==> src/rtl/video_timing_pkg.sv <==
// Shared definitions for the raster timing generator and its consumers.
//   COORD_W            : width of the x/y pixel coordinates
//   DEF_*              : 640x480@60 timing (800x525 total raster)
//   video_timing_t     : sync/de/position bundle handed to pattern and encoder stages
//   fits_coord()       : true when an axis total can be held in a COORD_W counter
package video_timing_pkg;

    localparam int COORD_W = 10;

    localparam int DEF_H_VISIBLE = 640;
    localparam int DEF_H_FRONT   = 16;
    localparam int DEF_H_SYNC    = 96;
    localparam int DEF_H_BACK    = 48;
    localparam int DEF_V_VISIBLE = 480;
    localparam int DEF_V_FRONT   = 10;
    localparam int DEF_V_SYNC    = 2;
    localparam int DEF_V_BACK    = 33;

    localparam int DEF_H_TOTAL = DEF_H_VISIBLE + DEF_H_FRONT + DEF_H_SYNC + DEF_H_BACK;
    localparam int DEF_V_TOTAL = DEF_V_VISIBLE + DEF_V_FRONT + DEF_V_SYNC + DEF_V_BACK;

    typedef struct packed {
        logic               hsync;
        logic               vsync;
        logic               de;
        logic [COORD_W-1:0] x;
        logic [COORD_W-1:0] y;
    } video_timing_t;

    function automatic bit fits_coord(input int total);
        return (total >= 1) && (total <= (1 << COORD_W));
    endfunction

endpackage

==> src/rtl/timing_axis_counter.sv <==
// One raster axis: a wrapping position counter with decode of the position it
// is about to take, so the parent can register decoded flags in step with the
// count itself.
//   clk         : pixel clock
//   resetn      : synchronous active-low reset (count returns to 0)
//   restart     : force the next count to 0 regardless of advance
//   advance     : step the count this cycle
//   count       : registered position, 0..TOTAL-1
//   wrap        : count is at TOTAL-1 and steps back to 0 this cycle
//   active_next : next position lies in [0, VISIBLE)
//   sync_next   : next position lies in [SYNC_START, SYNC_END)
module timing_axis_counter
    import video_timing_pkg::*;
#(
    parameter int TOTAL      = DEF_H_TOTAL,
    parameter int VISIBLE    = DEF_H_VISIBLE,
    parameter int SYNC_START = DEF_H_VISIBLE + DEF_H_FRONT,
    parameter int SYNC_END   = DEF_H_VISIBLE + DEF_H_FRONT + DEF_H_SYNC
) (
    input  logic               clk,
    input  logic               resetn,
    input  logic               restart,
    input  logic               advance,
    output logic [COORD_W-1:0] count,
    output logic               wrap,
    output logic               active_next,
    output logic               sync_next
);

    localparam logic [COORD_W-1:0] LAST = COORD_W'(TOTAL - 1);

    // Window bounds carry one extra bit so an edge equal to 2**COORD_W still fits.
    localparam logic [COORD_W:0] VIS_END = (COORD_W + 1)'(VISIBLE);
    localparam logic [COORD_W:0] SYNC_LO = (COORD_W + 1)'(SYNC_START);
    localparam logic [COORD_W:0] SYNC_HI = (COORD_W + 1)'(SYNC_END);

    logic [COORD_W-1:0] count_p0;
    logic [COORD_W:0]   count_ext_p0;

    always_comb begin
        count_p0 = count;
        if (restart) begin
            count_p0 = '0;
        end else if (advance) begin
            count_p0 = (count == LAST) ? '0 : count + 1'b1;
        end
    end

    assign count_ext_p0 = {1'b0, count_p0};
    assign wrap         = advance && !restart && (count == LAST);
    assign active_next  = count_ext_p0 < VIS_END;
    assign sync_next    = (count_ext_p0 >= SYNC_LO) && (count_ext_p0 < SYNC_HI);

    // ---- stage boundary: next position -> registered position ----
    always_ff @(posedge clk) begin
        if (!resetn) begin
            count <= '0;
        end else begin
            count <= count_p0;
        end
    end

endmodule

==> src/rtl/video_timing_gen.sv <==
// Free-running raster timing generator in the pixel clock domain. Produces the
// sync pulses, data enable and pixel coordinates for the downstream pattern
// and TMDS encoder logic. Every output is a flop and all of them describe the
// same (x, y) position in the same cycle.
//   pixclk      : pixel clock, sole clock
//   resetn      : synchronous active-low reset
//   hsync/vsync : sync pulses, asserted level set by HSYNC_POL / VSYNC_POL
//   de          : data enable, high inside the visible window
//   x, y        : current raster position
//   line_start  : high while x == 0
//   frame_start : high while x == 0 and y == 0
module video_timing_gen
    import video_timing_pkg::*;
#(
    parameter int H_VISIBLE = DEF_H_VISIBLE,
    parameter int H_FRONT   = DEF_H_FRONT,
    parameter int H_SYNC    = DEF_H_SYNC,
    parameter int H_BACK    = DEF_H_BACK,
    parameter int V_VISIBLE = DEF_V_VISIBLE,
    parameter int V_FRONT   = DEF_V_FRONT,
    parameter int V_SYNC    = DEF_V_SYNC,
    parameter int V_BACK    = DEF_V_BACK,
    parameter bit HSYNC_POL = 1'b0,
    parameter bit VSYNC_POL = 1'b0
) (
    input  logic               pixclk,
    input  logic               resetn,
    output logic               hsync,
    output logic               vsync,
    output logic               de,
    output logic [COORD_W-1:0] x,
    output logic [COORD_W-1:0] y,
    output logic               line_start,
    output logic               frame_start
);

    localparam int H_TOTAL = H_VISIBLE + H_FRONT + H_SYNC + H_BACK;
    localparam int V_TOTAL = V_VISIBLE + V_FRONT + V_SYNC + V_BACK;

    generate
        if (!fits_coord(H_TOTAL)) begin : g_bad_h_total
            $error("video_timing_gen: H_TOTAL=%0d does not fit the coordinate counter", H_TOTAL);
        end
        if (!fits_coord(V_TOTAL)) begin : g_bad_v_total
            $error("video_timing_gen: V_TOTAL=%0d does not fit the coordinate counter", V_TOTAL);
        end
    endgenerate

    // Cleared by reset. While low the counters are steered to (0,0), so the
    // first cycle out of reset already presents the first pixel of a frame
    // instead of skipping straight to (1,0).
    logic running_p1;

    logic restart_p0;
    logic h_wrap_p0;
    logic v_wrap_p0;
    logic h_active_p0;
    logic v_active_p0;
    logic h_sync_p0;
    logic v_sync_p0;
    logic de_p0;
    logic line_start_p0;
    logic frame_start_p0;

    assign restart_p0 = !running_p1;

    timing_axis_counter #(
        .TOTAL      (H_TOTAL),
        .VISIBLE    (H_VISIBLE),
        .SYNC_START (H_VISIBLE + H_FRONT),
        .SYNC_END   (H_VISIBLE + H_FRONT + H_SYNC)
    ) u_h_axis (
        .clk         (pixclk),
        .resetn      (resetn),
        .restart     (restart_p0),
        .advance     (1'b1),
        .count       (x),
        .wrap        (h_wrap_p0),
        .active_next (h_active_p0),
        .sync_next   (h_sync_p0)
    );

    // The vertical axis only steps when the line wraps, so vsync and y change
    // together on the cycle that shows x == 0.
    timing_axis_counter #(
        .TOTAL      (V_TOTAL),
        .VISIBLE    (V_VISIBLE),
        .SYNC_START (V_VISIBLE + V_FRONT),
        .SYNC_END   (V_VISIBLE + V_FRONT + V_SYNC)
    ) u_v_axis (
        .clk         (pixclk),
        .resetn      (resetn),
        .restart     (restart_p0),
        .advance     (h_wrap_p0),
        .count       (y),
        .wrap        (v_wrap_p0),
        .active_next (v_active_p0),
        .sync_next   (v_sync_p0)
    );

    // The next x is 0 exactly when restarting or when the line wraps; the next
    // (x,y) is (0,0) exactly when restarting or when the frame wraps.
    assign de_p0          = h_active_p0 && v_active_p0;
    assign line_start_p0  = restart_p0 || h_wrap_p0;
    assign frame_start_p0 = restart_p0 || v_wrap_p0;

    // ---- stage boundary: decode of next position -> registered outputs ----
    always_ff @(posedge pixclk) begin
        if (!resetn) begin
            running_p1  <= 1'b0;
            de          <= 1'b0;
            hsync       <= ~HSYNC_POL;
            vsync       <= ~VSYNC_POL;
            line_start  <= 1'b0;
            frame_start <= 1'b0;
        end else begin
            running_p1  <= 1'b1;
            de          <= de_p0;
            hsync       <= h_sync_p0 ? HSYNC_POL : ~HSYNC_POL;
            vsync       <= v_sync_p0 ? VSYNC_POL : ~VSYNC_POL;
            line_start  <= line_start_p0;
            frame_start <= frame_start_p0;
        end
    end

endmodule

==> config.mk <==
export PLATFORM = sky130hd
export DESIGN_NAME = video_timing_gen
export DESIGN_NICKNAME = d
export VERILOG_FILES = /design/src/rtl/video_timing_pkg.sv /design/src/rtl/timing_axis_counter.sv /design/src/rtl/video_timing_gen.sv
export SDC_FILE = /design/constraint.sdc
export NUM_CORES = 1
export LEC_CHECK = 0
export ABC_AREA = 1
export BUFFER_PORTS_ARGS = -buffer_cell sky130_fd_sc_hd__buf_2
export CORE_MARGIN = 1
export CORE_UTILIZATION = 59
export CTS_CLUSTER_DIAMETER = 50
export CTS_CLUSTER_SIZE = 14
export DETAILED_ROUTE_END_ITERATION = 10
export GPL_TIMING_DRIVEN = 0
export HOLD_SLACK_MARGIN = 0.15
export PLACE_DENSITY_LB_ADDON = 0.15
export SLEW_MARGIN = 20
export SYNTH_ARGS = -nofsm -noshare
export SYNTH_HDL_FRONTEND = slang
export SYNTH_HIERARCHICAL = 1
export SYNTH_SLANG_ARGS = --single-unit
==> constraint.sdc <==
create_clock -name pixclk -period 3.6 [get_ports pixclk]
set_clock_uncertainty 0.05 [all_clocks]
set_input_delay 0.72 -clock pixclk [delete_from_list [all_inputs] [get_ports pixclk]]
set_output_delay 0.72 -clock pixclk [all_outputs]
set_load 0.005 [all_outputs]
==> metrics <==
outcome finished, final reports clean; adder and majority gate portion of the synthesized area 2.51%; Die X 52.3 µm; CP max-delay cell nor2_1; CP dominant cell by count nand2_1; R2R Setup Slk 1.07 ns; htree depth 1; Critical Path, Cell by Cell ha_1 -> nand2_1 -> nand3b_1 -> nor2_1 -> inv_2 -> nor2_4 -> inv_1 -> nor2_1 -> nand4_1 -> nand2_1 -> nand2_1 -> nand2_1 -> inv_1 -> nand2_1 -> nor2_1; Reg2Reg Depth 15; Reg-to-Reg End de; fin crit period roughly 2.5 ns; Max-Cap Viols 0; TNS Setup 0 ns; GPL Wtd Cong between 0.8 and 0.9; Synth Area in Compound Gates 3.86%; Leak Pwr 0.824 nW; # resized after CTS 0; Least-Margin Pin Slew 0.631 ns; Cells on Worst Hold Path 1; number of global-route vias before repair 1247; die area 2740 µm²; FMAX 396 MHz; pin count of the biggest net entering global routing 14; nets 271; Peak VDD IR 0.202 mV; startpoint types register; Synth top area share 34.9%; Yosys reg bits 26; initial antenna violation count 0; diodes inserted 0; die extent in y between 50 and 60 µm; clk sink count 26; Syn Area/Cell 6.49 µm²; Core ar. 2300 µm²; Placed Area 1680 µm²; global-route wire length before repair 4.93 mm; Int Power 0.336 mW; Rows 17; Root Driver clkbuf_4; CP max stage delay 0.50 ns; post-synthesis mux area share 0%; CP Class reg2reg; post-CTS setup buffers 0; min-delay src running_p1; Mapped Cells 230; RR Startpoint u_h_axis/count[0]; PwrDens ~260 nW/µm²; IO Pins 27; drt total wl 3.09 mm; post-DP HPWL around 2.4 mm; critical path arrival 2.71 ns; CTS Buffer Depth 2; largest area contributor in the netlist dfxtp_1; xor and xnor area share after synthesis 1.17%; Vias 1465; Setup Viol. Count Final 0; Initial DRC Count 34; Synthesis Warnings 6; gr usage total about a quarter; gr ovfl total 0; Routed Antenna Nets 0; Worst-Skew Late Latency 0.31 ns; DRC viols 0; logic gate share of total power 4.8%; CTS Buf Count 3; port bufs 26; Final period util a little over two thirds; clock slew at reported path FFs between 0.1 and 0.15 ns; DR pass1 iterations 6; Hold-fix buffers, CTS 0; Pins Over Slew Limit 0; hold worst-path end line_start; RSZ-0062 raised after global routing no; sequential share of power between 60% and 70%; top cells by area, synth dfxtp_1, nand2_1, inv_1, nor2_1, nand3_1; Final Hold Fails 0; switch share 22.6%; post-synthesis simple-gate area fraction 46.0%; P&R area growth vs syn 13.8%; Critical Path RT 3.78 ns; starting density of the core between 60% and 70%; clock power share 27.7%; CTS tree yes; unique cell type count in the Yosys netlist 25; Slew headroom between 50 and 60%; crit-path max FO 8; register area share after synthesis 34.9%; post-synth design cell area 1490 µm²; CP Capture Type register; via/cell ratio 5.02; fin area 1700 µm²; share of post-route cells with drive strength above 1 20.8%; DR WL/cell 10.6 µm; main combinational cell family by area after synthesis simple AND/OR/NAND/NOR gates; Sw Pwr a little under 0.1 mW; Hold WC Path Type reg2reg
## cells in the mapped netlist, drive strengths merged
master  instances
nand2          64
nor2           46
inv            41
dfxtp          26
nand3          19
nor3            8
nand4           6
a21oi           5
o21ai           5
ha              3
a211oi          1
buf             1
clkinv          1
conb            1
nand3b          1
xnor2           1
xor2            1
## per-layer routing
layer | wire [µm] | GRT usage [%] | vias up
met5 | 0 | 0 | -
met4 | 65 | 15.8 | 0
met3 | 142 | 2.61 | 6
met2 | 1580 | 45.1 | 44
met1 | 1300 | 27.5 | 642
li1 | - | - | 773
## registers in the layout, indices dropped and copies added (netlist names)
name and count:
de 1, u_v_axis/count 10, hsync 1, frame_start 1
u_h_axis/count 10, vsync 1, line_start 1, running_p1 1
## cell type report
cell class,count,area (µm²)
Sequential cell,26,520
Tap cell,28,35.0
Fill cell,215,598
Clock buffer,3,22.5
Multi-Input combinational cell,166,822
Inverter,42,158
Buffer,1,11.3
Timing Repair Buffer,26,130
## cell families (layout without fill, tap and decap cells)
kind of cell,after synthesis,count (layout)
buf+inv,43,72
xor+xnor,2,2
flops,26,26
compound gates,11,11
simple gates,144,144
fa+ha+maj,3,3
other cells,1,6
## cells in the final DEF, fill, tap and decap left out, types with 2 or more instances in the layout
| cell type | instances |
|---|---|
| nor3_1 | 6 |
| nand3_2 | 5 |
| nand2_1 | 60 |
| inv_1 | 37 |
| nor2_1 | 37 |
| inv_2 | 4 |
| ha_1 | 3 |
| nor3_2 | 2 |
| o21ai_0 | 4 |
| conb_1 | 6 |
| a21oi_1 | 5 |
| nor2_4 | 4 |
| nor2_2 | 5 |
| buf_2 | 26 |
| dfxtp_1 | 26 |
| nand3_1 | 14 |
| nand2_2 | 4 |
| clkbuf_4 | 3 |
| nand4_1 | 5 |
## metrics by stage
stage,utilization [%],power [mW],instances,setup WS (ns),hold slack [ns]
6_report,74.0,0.434,292,1.07,0.449
4_1_cts,74.0,0.438,292,1.03,0.441
2_1_floorplan,-,0.313,235,1.48,0.379
3_3_place_gp,73.0,0.320,289,1.10,0.393
3_5_place_dp,73.0,0.321,289,1.05,0.423
5_1_grt,74.0,0.451,292,0.747,0.478
## worst max-delay path by stage
| stage | endpoint | start | cells past startpoint | slack, ns |
|---|---|---|---|---|
| after floorplan | de | u_h_axis/count[0] | 15 | 1.48 |
| after global placement | de | u_h_axis/count[0] | 15 | 1.10 |
| after detailed placement | de | u_h_axis/count[0] | 15 | 1.05 |
| after CTS | de | u_h_axis/count[0] | 15 | 1.03 |
| after global routing | de | u_h_axis/count[0] | 15 | 0.75 |
| final | de | u_h_axis/count[0] | 15 | 1.07 |
## worst max-delay path, delay by kind of cell (launching register included)
kind | cells | cell delay (ns)
fa+ha+maj | 1 | 0.22
buf+inv | 3 | 0.23
flops | 1 | 0.43
simple gates | 11 | 1.52
## power by group through the flow
stage	registers, mW	logic, mW	clock network, mW
detailed placement	0.300	0.0208	0
global route	0.294	0.0240	0.133
global placement	0.299	0.0204	0
CTS	0.293	0.0208	0.124
finish	0.293	0.0209	0.120
floorplan	0.300	0.0128	0
(Power assumes the default switching activity.)
